`src/rtl/port_fifo_pkg.sv`:
```
// rtl/port_fifo_pkg.sv - shared bus addresses, status/control bit map and helpers for port_fifo
//
// Contents:
//   e_iaddr_dst / e_iaddr_src : bus destination/source addresses used by the COM port
//   PORT_FIFO_MAX_DEPTH       : largest supported FIFO depth
//   ST_*                      : bit positions inside the status byte
//   CTRL_*                    : bit positions inside the control byte
//   sat4()                    : clamp a count to a 4-bit nibble
package port_fifo_pkg;

  typedef enum logic [3:0] {
    COMA = 4'd11,
    COMD = 4'd12
  } e_iaddr_dst;

  typedef enum logic [7:0] {
    COMAR = 8'd34,
    COMDR = 8'd35
  } e_iaddr_src;

  localparam int PORT_FIFO_MAX_DEPTH = 16;

  localparam int ST_TXOVF   = 7;
  localparam int ST_RXUDF   = 6;
  localparam int ST_TXFULL  = 5;
  localparam int ST_RXEMPTY = 4;

  localparam int CTRL_FLUSH_TX = 0;
  localparam int CTRL_FLUSH_RX = 1;

  // A full 16-deep FIFO holds 16 words, which does not fit the status nibble.
  function automatic logic [3:0] sat4(input logic [4:0] c);
    return (c > 5'd15) ? 4'hF : c[3:0];
  endfunction

endpackage

```
`src/rtl/port_fifo_fifo_core.sv`:
```
// rtl/port_fifo_fifo_core.sv - first-word fall-through FIFO used for both port directions
//
// Ports:
//   clk, rst        : clock, asynchronous active-low reset
//   push, din       : write request and data
//   pop             : read request; dout shows the head combinationally
//   flush           : discard all contents, overrides push and pop
//   full, empty     : registered-state flags
//   count           : occupancy 0..DEPTH
//   ovf_evt         : pulse, push refused because full with no pop
//   udf_evt         : pulse, pop requested while empty
module fifo_core #(
  parameter  int WIDTH = 8,
  parameter  int DEPTH = 8,
  localparam int AW    = $clog2(DEPTH),
  localparam int CW    = AW + 1
) (
  input  logic             clk,
  input  logic             rst,
  input  logic             push,
  input  logic             pop,
  input  logic             flush,
  input  logic [WIDTH-1:0] din,
  output logic [WIDTH-1:0] dout,
  output logic             full,
  output logic             empty,
  output logic [CW-1:0]    count,
  output logic             ovf_evt,
  output logic             udf_evt
);

  logic [WIDTH-1:0] mem [DEPTH];
  logic [AW-1:0]    wr_ptr;
  logic [AW-1:0]    rd_ptr;
  logic             pop_ok;
  logic             push_ok;

  assign empty = (count == '0);
  assign full  = (count == CW'(DEPTH));
  assign dout  = mem[rd_ptr];

  // A push into a full FIFO is still taken when the head leaves in the same cycle.
  assign pop_ok  = pop & ~empty & ~flush;
  assign push_ok = push & (~full | (pop & ~empty)) & ~flush;
  assign ovf_evt = push & full & ~(pop & ~empty) & ~flush;
  assign udf_evt = pop & empty & ~flush;

  always_ff @(posedge clk or negedge rst) begin
    if (!rst) begin
      wr_ptr <= '0;
      rd_ptr <= '0;
      count  <= '0;
    end else if (flush) begin
      wr_ptr <= '0;
      rd_ptr <= '0;
      count  <= '0;
    end else begin
      if (push_ok) wr_ptr <= wr_ptr + 1'b1;
      if (pop_ok)  rd_ptr <= rd_ptr + 1'b1;
      case ({push_ok, pop_ok})
        2'b10:   count <= count + 1'b1;
        2'b01:   count <= count - 1'b1;
        default: ;
      endcase
    end
  end

  always_ff @(posedge clk) begin
    if (push_ok) mem[wr_ptr] <= din;
  end

endmodule

```
`src/rtl/port_fifo.sv`:
```
// rtl/port_fifo.sv - buffered COM bus port with TX and RX FIFOs, control and status
//
// Optional feature macro: PORT_FIFO_IRQ_EN (adds the irq output and IRQ_THRESH)
//
// Ports:
//   clk, rst            : clock, asynchronous active-low reset
//   instr_dst           : bus destination; ADDR_TX pushes TX, ADDR_CTRL flushes
//   instr_src           : bus source; ADDR_RX pops RX, ADDR_STAT reads status
//   bus_din             : bus write data
//   bus_dout, bus_oe    : read data and drive enable for the shared data_buf
//   tx_data, tx_valid   : TX head towards the peripheral
//   tx_ready            : peripheral takes tx_data
//   rx_data, rx_valid   : word from the peripheral
//   rx_ready            : RX has room
//   irq                 : RX level / sticky flag interrupt (PORT_FIFO_IRQ_EN only)
module port_fifo
  import port_fifo_pkg::*;
#(
  parameter int         DEPTH     = 8,
  parameter logic [3:0] ADDR_TX   = COMD,
  parameter logic [3:0] ADDR_CTRL = COMA,
  parameter logic [7:0] ADDR_RX   = COMDR,
  parameter logic [7:0] ADDR_STAT = COMAR
`ifdef PORT_FIFO_IRQ_EN
  , parameter int       IRQ_THRESH = DEPTH / 2
`endif
) (
  input  logic       clk,
  input  logic       rst,
  input  logic [3:0] instr_dst,
  input  logic [7:0] instr_src,
  input  logic [7:0] bus_din,
  output logic [7:0] bus_dout,
  output logic       bus_oe,
  output logic [7:0] tx_data,
  output logic       tx_valid,
  input  logic       tx_ready,
  input  logic [7:0] rx_data,
  input  logic       rx_valid,
  output logic       rx_ready
`ifdef PORT_FIFO_IRQ_EN
  , output logic     irq
`endif
);

  localparam int CW = $clog2(DEPTH) + 1;

  logic          rd_rx, rd_stat, wr_tx, wr_ctrl;
  logic          flush_tx, flush_rx;
  logic          tx_full, tx_empty, rx_full, rx_empty;
  logic [CW-1:0] rx_count;
  logic [7:0]    rx_head;
  logic          tx_ovf_evt, rx_udf_evt;
  logic          tx_ovf, rx_udf;
  logic [7:0]    status;
  logic [CW-1:0] unused_tx_count;
  logic          unused_tx_udf, unused_rx_ovf;

  assign rd_rx    = (instr_src == ADDR_RX);
  assign rd_stat  = (instr_src == ADDR_STAT);
  assign wr_tx    = (instr_dst == ADDR_TX);
  assign wr_ctrl  = (instr_dst == ADDR_CTRL);
  assign flush_tx = wr_ctrl & bus_din[CTRL_FLUSH_TX];
  assign flush_rx = wr_ctrl & bus_din[CTRL_FLUSH_RX];

  assign tx_valid = ~tx_empty;
  // rx_ready uses the registered full flag, so a bus pop never refills RX in the same cycle.
  assign rx_ready = rst & ~rx_full;

  fifo_core #(.WIDTH(8), .DEPTH(DEPTH)) u_tx (
    .clk     (clk),
    .rst     (rst),
    .push    (wr_tx),
    .pop     (tx_valid & tx_ready),
    .flush   (flush_tx),
    .din     (bus_din),
    .dout    (tx_data),
    .full    (tx_full),
    .empty   (tx_empty),
    .count   (unused_tx_count),
    .ovf_evt (tx_ovf_evt),
    .udf_evt (unused_tx_udf)
  );

  fifo_core #(.WIDTH(8), .DEPTH(DEPTH)) u_rx (
    .clk     (clk),
    .rst     (rst),
    .push    (rx_valid & rx_ready),
    .pop     (rd_rx),
    .flush   (flush_rx),
    .din     (rx_data),
    .dout    (rx_head),
    .full    (rx_full),
    .empty   (rx_empty),
    .count   (rx_count),
    .ovf_evt (unused_rx_ovf),
    .udf_evt (rx_udf_evt)
  );

  always_comb begin
    status             = '0;
    status[ST_TXOVF]   = tx_ovf;
    status[ST_RXUDF]   = rx_udf;
    status[ST_TXFULL]  = tx_full;
    status[ST_RXEMPTY] = rx_empty;
    status[3:0]        = sat4(5'(rx_count));
  end

  assign bus_oe = rst & (rd_rx | rd_stat);

  always_comb begin
    bus_dout = 8'h00;
    if (rst) begin
      if (rd_rx && !rx_empty) bus_dout = rx_head;
      else if (rd_stat)       bus_dout = status;
    end
  end

  // A new event in the same cycle as a status read keeps the flag set.
  always_ff @(posedge clk or negedge rst) begin
    if (!rst) begin
      tx_ovf <= 1'b0;
      rx_udf <= 1'b0;
    end else begin
      tx_ovf <= (tx_ovf & ~rd_stat) | tx_ovf_evt;
      rx_udf <= (rx_udf & ~rd_stat) | rx_udf_evt;
    end
  end

`ifdef PORT_FIFO_IRQ_EN
  always_ff @(posedge clk or negedge rst) begin
    if (!rst) irq <= 1'b0;
    else      irq <= (rx_count >= CW'(IRQ_THRESH)) | tx_ovf | rx_udf;
  end
`endif

endmodule

```
`config.mk`:
```
export PLATFORM = sky130hd
export DESIGN_NAME = port_fifo
export DESIGN_NICKNAME = d
export VERILOG_FILES = /design/src/rtl/port_fifo_pkg.sv /design/src/rtl/port_fifo_fifo_core.sv /design/src/rtl/port_fifo.sv
export SDC_FILE = /design/constraint.sdc
export NUM_CORES = 1
export LEC_CHECK = 0
export ABC_AREA = 1
export CORE_MARGIN = 4
export CORE_UTILIZATION = 30
export DETAILED_ROUTE_END_ITERATION = 10
export PLACE_DENSITY = 0.6
export SKIP_LAST_GASP = 1
export SLEW_MARGIN = 20
export SYNTH_ARGS = -nofsm -noshare
export SYNTH_HDL_FRONTEND = slang
export SYNTH_HIERARCHICAL = 1
export SYNTH_SLANG_ARGS = --single-unit
export TNS_END_PERCENT = 50
```
`constraint.sdc`:
```
create_clock -name clk -period 2.26 [get_ports clk]
set_clock_uncertainty 0.15 [all_clocks]
set_input_delay 0.226 -clock clk [delete_from_list [all_inputs] [get_ports clk]]
set_output_delay 0.226 -clock clk [all_outputs]
set_load 0.01 [all_outputs]
```
==> reports/results.ini, run 1 <==
[final_layout]
stdcell_area_mm2=0.009148
antenna-diode-count=0
layout-drive-gt1-share=0.2765
fin_nets=848
multi_input_area_mm2=0.002197
ff_latch_area_mm2=0.004398
final_cell_count_no_fill=1101
flow.area_growth_from_synthesis_pct=33.73
final.fill_count=2051

[critical_path]
r2r-end=u_tx/count[3]
worst_setup_path_type=reg2out
slowest_delay_ps=390
worstPathCellList=buf_6 > buf_12 > o21ai_2 > o22ai_2 > nor2_1 > a31oi_1 > nand3_1 > a21oi_2 > buf_2
crit_path_start_kind=register
worstRegToRegCells=14
reg2reg_from=u_tx/count[3]
worstSetupEndpoint=bus_dout[7]
critPathCaptureType=output port
worst_path_fanout_max=6
worst_ep_arrival_time_ps=2040
rrSetupSlack_ps=120
critPathLaunch=u_rx/rd_ptr[0]
cp_num_cells=9
critPathBufInv=3
critPathSlowestCell=sky130_fd_sc_hd__dfrtp_1
critical-path-top-delay-family=compound AO/OA/AOI/OAI gates
critical_path_required_ps=1880

[place]
place_inst=1058
hpwl_mm=11.50
placement.cell_area_mm2=0.008398
place.gp.congestion=0.8858
io_buffers=50

[clocking]
cts_buffer_depth=2
tritoncts_clock_tree=done
clkLatencyLatePin_ps=420
inserted_clock_buffers=17
clock_sink_count=150
htree_num_levels=4
cts.clk_slew.worst_paths_ps=70
postCtsHoldBufs=0
cts_root_buf=sky130_fd_sc_hd__clkbuf_16

[sta]
grt_setup_unrepaired=true
finalCriticalPeriod_ps=2421
fmaxAchievable_mhz=413.1
worst_slack_ps=-160.9
finalHoldViolCount=0
setup_viol_count_final=10
worst_pin_slew_ps=433.7
final_min_period_over_clock_period=1.071
totalNegativeSetupSlack_ps=-1031
worst_hold_slack_ps=303.0
report.final.slew_viol_count=0
worst_slew_margin=0.7100

[pwr]
cellPowerDensity_mw_per_mm2=1071
power_leakage_nw=3.602
report.power.total_mw=9.794
vdd_ir_drop_max_uv=543.6

[flow_run]
drv_cap=0

[detailed_routing]
drt-wirelength-per-cell_um=15.06
via_count=5126
drt_drc_violations_left=0
final_antenna_net_count=0
vias_per_cell=4.656
totalWireLength_mm=16.59
detailed_routing_iterations_pass_1=5
dr.first_iter.drc_count=420

[logic_synthesis]
syn-cell-area_mm2=0.006840
synthesis.nets=684
post_synth.cell_area_avg_um2=10.62
syn-instance-count=644
ys.warnings.count=6

[global_route]
total_routing_usage_reported_by_global_routing=0.1298
first_pass_grt_wire_length_mm=25.95
grt.overflow.total=0
antenna_found_initial=1
vias_in_the_first_global_route=4905
maximum_number_of_pins_on_one_net_before_global_route_repair=23

[run_status]
run_status=complete, but fails checks
violations=negative setup slack

[floorplanning]
die_width_um=159
die_h_um=159
core_area_mm2=0.02209
fp.dieArea_mm2=0.02528
start_util=0.3096
floorplan.rows=54
ioPinCount=51

[min_path]
worst_hold_path_type=in2async

-- tightest hold or removal path, cell delays in order --
cell and delay [ps]:
sky130_fd_sc_hd__clkdlybuf4s50_1 560, sky130_fd_sc_hd__buf_4 170, sky130_fd_sc_hd__buf_4 310
-- through the flow --
stage                       util  worst slack, ps
after floorplan                -           -98.93
after global placement    0.3801           -257.3
after detailed placement  0.3801           -206.5
after CTS                 0.4103           -262.6
after global routing      0.4140           -248.8
final                     0.4140           -160.9
-- layer usage --
metal | GRT usage | up-vias | wire length, um
met2 | 0.2099 | 127 | 7893
met5 | 0 | - | 13
met3 | 0.03158 | 24 | 776
li1 | - | 2551 | -
met4 | 0.03787 | 2 | 243
met1 | 0.1743 | 2422 | 7658
-- sequential cells by signal, summed over array words and instances (netlist names) --
| register | flops |
|---|---|
| u_tx/count | 4 |
| u_rx/wr_ptr | 3 |
| u_tx/mem | 64 |
| u_rx/mem | 64 |
| u_rx/rd_ptr | 3 |
| u_rx/count | 4 |
| u_tx/rd_ptr | 3 |
| rx_udf | 1 |
| u_tx/wr_ptr | 3 |
| tx_ovf | 1 |
-- area by class of cell --
class	instances	share of cell area
Timing Repair Buffer	165	0.1528
Multi-Input combinational cell	413	0.2402
Clock inverter	14	0.01546
Sequential cell	150	0.4808
Inverter	61	0.02558
Clock buffer	18	0.04692
Tap cell	280	0.03830
-- worst min-delay path by stage --
stage / start / endpoint / slack, ps / cells after the start
final: rst / rx_udf / 300 / 3
after detailed placement: rx_udf / rx_udf / 380 / 2
after floorplan: rst / rx_udf / -220 / 0
after global placement: rx_udf / rx_udf / 370 / 2
after global routing: rst / rx_udf / 340 / 3
after CTS: rst / rx_udf / 300 / 3
-- where the power goes --
part / internal [mW] / total, mW / switching [mW] / leakage [nW]
Combinational: 1.59 / 3.53 / 1.94 / 1.91
Clock: 1.55 / 2.76 / 1.21 / 0.272
Sequential: 3.28 / 3.50 / 0.219 / 1.42
-- cell usage in the layout, fill, tap and decap left out, types with 6 or more instances in the layout --
master / n
sky130_fd_sc_hd__nor2_1: 150
sky130_fd_sc_hd__edfxtp_1: 128
sky130_fd_sc_hd__buf_4: 104
sky130_fd_sc_hd__o21ai_0: 66
sky130_fd_sc_hd__nand2_1: 60
sky130_fd_sc_hd__inv_1: 43
sky130_fd_sc_hd__clkdlybuf4s50_1: 33
sky130_fd_sc_hd__nand3_1: 23
sky130_fd_sc_hd__dfrtp_1: 19
sky130_fd_sc_hd__clkbuf_16: 18
sky130_fd_sc_hd__inv_2: 15
sky130_fd_sc_hd__a31oi_1: 15
sky130_fd_sc_hd__nand2_2: 14
sky130_fd_sc_hd__o22ai_1: 13
sky130_fd_sc_hd__o21ai_1: 11
sky130_fd_sc_hd__buf_2: 8
sky130_fd_sc_hd__ha_1: 8
sky130_fd_sc_hd__buf_6: 7
sky130_fd_sc_hd__nor2_4: 6
-- what timing repair did --
| action | 4_1_cts | 5_1_grt |
|---|---|---|
| cloned | 0 | 1 |
| pin swaps | 11 | 21 |
| setup buffers | 6 | 4 |
| setup endpoints to repair | 35 | 88 |
| resized for setup | 59 | 27 |
Note: power is estimated with default switching activity, not from simulation.
==> run 2: changes to the inputs <==
HOLD_SLACK_MARGIN = 0.15   (was not set)
TNS_END_PERCENT = not set   (was 50)
==> reports/results.ini, run 2 (same netlist as run 1, synthesis figures left out) <==
[detailed_routing]
dr.first_iter.drc_count=362
totalWireLength_mm=16.69
detailed_routing_iterations_pass_1=5
vias_per_cell=4.658
drt_drc_violations_left=0
via_count=5142
drt-wirelength-per-cell_um=15.12
final_antenna_net_count=0

[sta]
setup_viol_count_final=8
finalCriticalPeriod_ps=2425
finalHoldViolCount=0
grt_setup_unrepaired=true
final_min_period_over_clock_period=1.073
fmaxAchievable_mhz=412.4
worst_slack_ps=-164.7
worst_hold_slack_ps=280.3
report.final.slew_viol_count=0
worst_slew_margin=0.7174
worst_pin_slew_ps=422.6

[final_layout]
layout-drive-gt1-share=0.2925
top_regs=u_rx/mem x64, u_tx/mem x64
fin_nets=851
antenna-diode-count=0
layout.cells.most_common=sky130_fd_sc_hd__nor2_1
finish.utilization=0.4157
final_cell_mix=sky130_fd_sc_hd__nor2_1, sky130_fd_sc_hd__edfxtp_1, sky130_fd_sc_hd__buf_4
flow.area_growth_from_synthesis_pct=34.28

[pwr]
vdd_ir_drop_max_uv=543.7
report.power.total_mw=9.894
cellPowerDensity_mw_per_mm2=1077
power_leakage_nw=3.624

[floorplanning]
die_width_um=159
core_area_mm2=0.02209
fp.dieArea_mm2=0.02528
ioPinCount=51
floorplan.rows=54
die_h_um=159
start_util=0.3096

[critical_path]
critical_path_required_ps=1880
crit_path_start_kind=register
worst_ep_arrival_time_ps=2050
worst_path_fanout_max=6
worst_setup_path_type=reg2out
critPathCaptureType=output port

[clocking]
htree_num_levels=4
inserted_clock_buffers=17
cts_buffer_depth=2
tritoncts_clock_tree=done
postCtsHoldBufs=0
clkLatencyLatePin_ps=420
cts_root_buf=sky130_fd_sc_hd__clkbuf_16
cts.clk_slew.worst_paths_ps=60
clock_sink_count=150

[place]
io_buffers=50
place.gp.congestion=0.8858
hpwl_mm=11.50

[global_route]
gr-usage-met3=0.03158
maximum_number_of_pins_on_one_net_before_global_route_repair=23
grt.overflow.total=0
grt_use_met2=0.2099
first_pass_grt_wire_length_mm=25.94
vias_in_the_first_global_route=4898
antenna_found_initial=1
total_routing_usage_reported_by_global_routing=0.1298
globalRouteMet1Util=0.1743
busiest_metal_layer_after_global_routing=met2

[flow_run]
drv_cap=0

[min_path]
worst_hold_path_type=in2async

[run_status]
violations=negative setup slack
run_status=complete, but fails checks

## run 2: worst max-delay path: stages, from the launching register on
cell	delay [ps]
sky130_fd_sc_hd__dfrtp_1	390
sky130_fd_sc_hd__buf_6	140
sky130_fd_sc_hd__buf_12	110
sky130_fd_sc_hd__o21ai_2	60
sky130_fd_sc_hd__o22ai_2	220
sky130_fd_sc_hd__nor2_1	70
sky130_fd_sc_hd__a31oi_1	210
sky130_fd_sc_hd__nand3_1	130
sky130_fd_sc_hd__a21oi_2	140
sky130_fd_sc_hd__buf_2	140
## run 2: layout make-up
type / instances / area, um^2
tap: 280 / 350.3
sequential: 150 / 4402
timing repair buffer: 168 / 1414
inverter: 61 / 236.5
fill: 2056 / 12910
clock buffer: 18 / 429.2
clock inverter: 14 / 141.4
multi-input combinational: 413 / 2212
## run 2: through the flow
step           area, um^2  worst slack [ps]  std cells  TNS [ps]
6_report             9185            -164.7       1104    -945.4
5_1_grt              9185            -248.8       1104     -1794
4_1_cts              9069            -262.6       1096     -1555
3_5_place_dp         8398            -206.5       1058    -19480
3_3_place_gp         8398            -257.3       1058    -23560
2_1_floorplan        6840            -98.93        644     -5944
## run 2: layer usage
metal  vias up  share of wire  wire (um)
met1      2442           0.47       7869
met5         -        0.00078         13
met3        20          0.038        636
met2       117           0.48       7960
met4         2          0.013        214
li1       2561              -          -
## run 2: timing repair
action | 4_1_cts | 5_1_grt
gates resized for setup | 61 | 50
buffers inserted | 6 | 7
pin swaps | 11 | 24
cloned | 0 | 1
endpoints found under the setup margin | 35 | 85
## run 2: final timing paths
kind                                 from              to  slack, ps  cells past startpoint
max                        u_rx/rd_ptr[0]     bus_dout[7]       -160                      9
min                                   rst  u_rx/rd_ptr[2]        280                      3
max reg2reg                 u_tx/count[2]   u_tx/count[3]        160                     14
min reg2reg                        rx_udf          rx_udf        390                      2
max in group asynchronous             rst  u_tx/rd_ptr[0]       1410                      3
min in group clk                   rx_udf          rx_udf        390                      2
## run 2: report_power, final
part | switching, mW | internal, mW
clock network | 1.21 | 1.55
logic | 1.98 | 1.64
registers | 0.230 | 3.29
total | 3.42 | 6.47
==> run 3: changes to the inputs <==
ABC_AREA = 0   (was 1)
CAP_MARGIN = 5   (was not set)
CORE_MARGIN = not set   (was 4)
==> reports/results.ini, run 3 <==
[min_path]
worst_hold_path_type=in2async

[global_route]
first_pass_grt_wire_length_mm=22.36
grt.overflow.total=0
total_routing_usage_reported_by_global_routing=0.1333
maximum_number_of_pins_on_one_net_before_global_route_repair=23
vias_in_the_first_global_route=4143
antenna_found_initial=0

[place]
place.gp.congestion=0.7937
io_buffers=50
placement.cell_area_mm2=0.008194
detailedPlace.worstSlack_ps=-748.7
hpwl_mm=9.599

[floorplanning]
core_area_mm2=0.02189
fp.dieArea_mm2=0.02294
start_util=0.3061
floorplan.rows=54
die_width_um=151.5
ioPinCount=51
die_h_um=151.5

[logic_synthesis]
synthesis.nets=440
ys.warnings.count=6
post_synth.cell_area_avg_um2=16.75
syn-instance-count=400
syn-cell-area_mm2=0.006701

[critical_path]
crit_path_start_kind=register
worst_path_fanout_max=3
critPathCaptureType=register
rrSetupSlack_ps=-570
worst_ep_arrival_time_ps=2990
worst_setup_path_type=reg2reg
critical_path_required_ps=2420

[detailed_routing]
drt-wirelength-per-cell_um=16.91
detailed_routing_iterations_pass_1=4
totalWireLength_mm=14.19
dr.first_iter.drc_count=220
vias_per_cell=4.688
final_antenna_net_count=0
drt_drc_violations_left=0
via_count=3933

[run_status]
run_status=complete, but fails checks
violations=negative setup slack

[final_layout]
top_regs=u_rx/mem x64, u_tx/mem x64
finish.utilization=0.4225
fin_nets=586
layout-drive-gt1-share=0.4526
layout.cells.most_common=sky130_fd_sc_hd__edfxtp_1
final_cell_mix=sky130_fd_sc_hd__edfxtp_1, sky130_fd_sc_hd__buf_4, sky130_fd_sc_hd__nor2_1
antenna-diode-count=0
flow.area_growth_from_synthesis_pct=38.01
stdcell_area_mm2=0.009249

[clocking]
cts.clk_slew.worst_paths_ps=60
tritoncts_clock_tree=done
inserted_clock_buffers=17
cts_root_buf=sky130_fd_sc_hd__clkbuf_16
htree_num_levels=4
cts_buffer_depth=2
clock_sink_count=150
clkLatencyLatePin_ps=420

[pwr]
vdd_ir_drop_max_uv=538.1
power_leakage_nw=3.392
report.power.total_mw=9.842
cellPowerDensity_mw_per_mm2=1064

[sta]
grt_setup_unrepaired=true
final_min_period_over_clock_period=1.253
worst_slack_ps=-572.2
report.final.slew_viol_count=0
setup_viol_count_final=30
worst_pin_slew_ps=626.5
finalHoldViolCount=0
finalCriticalPeriod_ps=2832
worst_hold_slack_ps=302.3
fmaxAchievable_mhz=353.1
worst_slew_margin=0.5823

[flow_run]
drv_cap=0

[run 3: changes by cell type in the layout (fill, tap and decap cells not counted), sizes merged, moves of 12 or more]
cell,previous run,this run
o22ai,17,0
nor2,160,44
inv,64,15
nand2,75,7
nand3,29,2
nor2b,0,12
buf,128,112
mux2,0,18
a31oi,16,3
mux4,0,32
o21ai,80,6
[run 3: stage by stage]
step,setup TNS (ps),std cells
2_1_floorplan,-4465,400
3_3_place_gp,-43860,779
3_5_place_dp,-46470,779
4_1_cts,-7194,832
5_1_grt,-11120,839
6_report,-5972,839
[run 3: critical path, stage by stage, from the launching register on]
cell and delay, ps:
sky130_fd_sc_hd__dfrtp_1 380, sky130_fd_sc_hd__or4b_4 560, sky130_fd_sc_hd__inv_4 70, sky130_fd_sc_hd__nor2b_4 30, sky130_fd_sc_hd__and2_4 130, sky130_fd_sc_hd__or3b_4 380, sky130_fd_sc_hd__nor2_4 120, sky130_fd_sc_hd__ha_4 220
sky130_fd_sc_hd__o21ai_1 70, sky130_fd_sc_hd__nor4b_4 210, sky130_fd_sc_hd__o21ai_2 90, sky130_fd_sc_hd__mux2_4 300
[run 3: what timing repair did]
action / in CTS / in global routing
resized for setup: 89 / 28
endpoints found under the hold margin: 22 / 0
hold buffers: 1 / 0
pin swaps: 14 / 3
setup endpoints to repair: 112 / 153
gates cloned: 3 / 0
setup buffers: 17 / 9
[run 3: layout make-up]
| class | instances | area [um^2] |
|---|---|---|
| clock inverter | 15 | 168.9 |
| sequential | 150 | 4399 |
| clock buffer | 17 | 425.4 |
| fill | 1978 | 12640 |
| timing repair buffer | 150 | 1464 |
| inverter | 9 | 36.28 |
| multi-input combinational | 218 | 2405 |
| tap | 280 | 350.3 |
[run 3: worst paths after layout]
path / startpoint / to / cells after the start
max: u_rx/count[2] / u_rx/count[3] / 11
min: rst / u_rx/count[2] / 3
max reg2reg: u_rx/count[2] / u_rx/count[3] / 11
min reg2reg: rx_udf / rx_udf / 1
max in group asynchronous: rst / u_tx/count[2] / 3
min in group clk: rx_udf / rx_udf / 1
[run 3: per-layer routing]
metal,global-route usage,part of all wire,vias up
li1,-,-,1839
met1,0.1575,0.42,2013
met2,0.2338,0.53,68
met3,0.03683,0.038,13
met4,0.04150,0.0085,0
met5,0,0,-
[run 3: report_power, final]
group	switching (mW)	leakage [nW]	internal [mW]
Clock	1.15	0.283	1.65
Combinational	1.47	1.68	2.02
Sequential	0.255	1.43	3.29
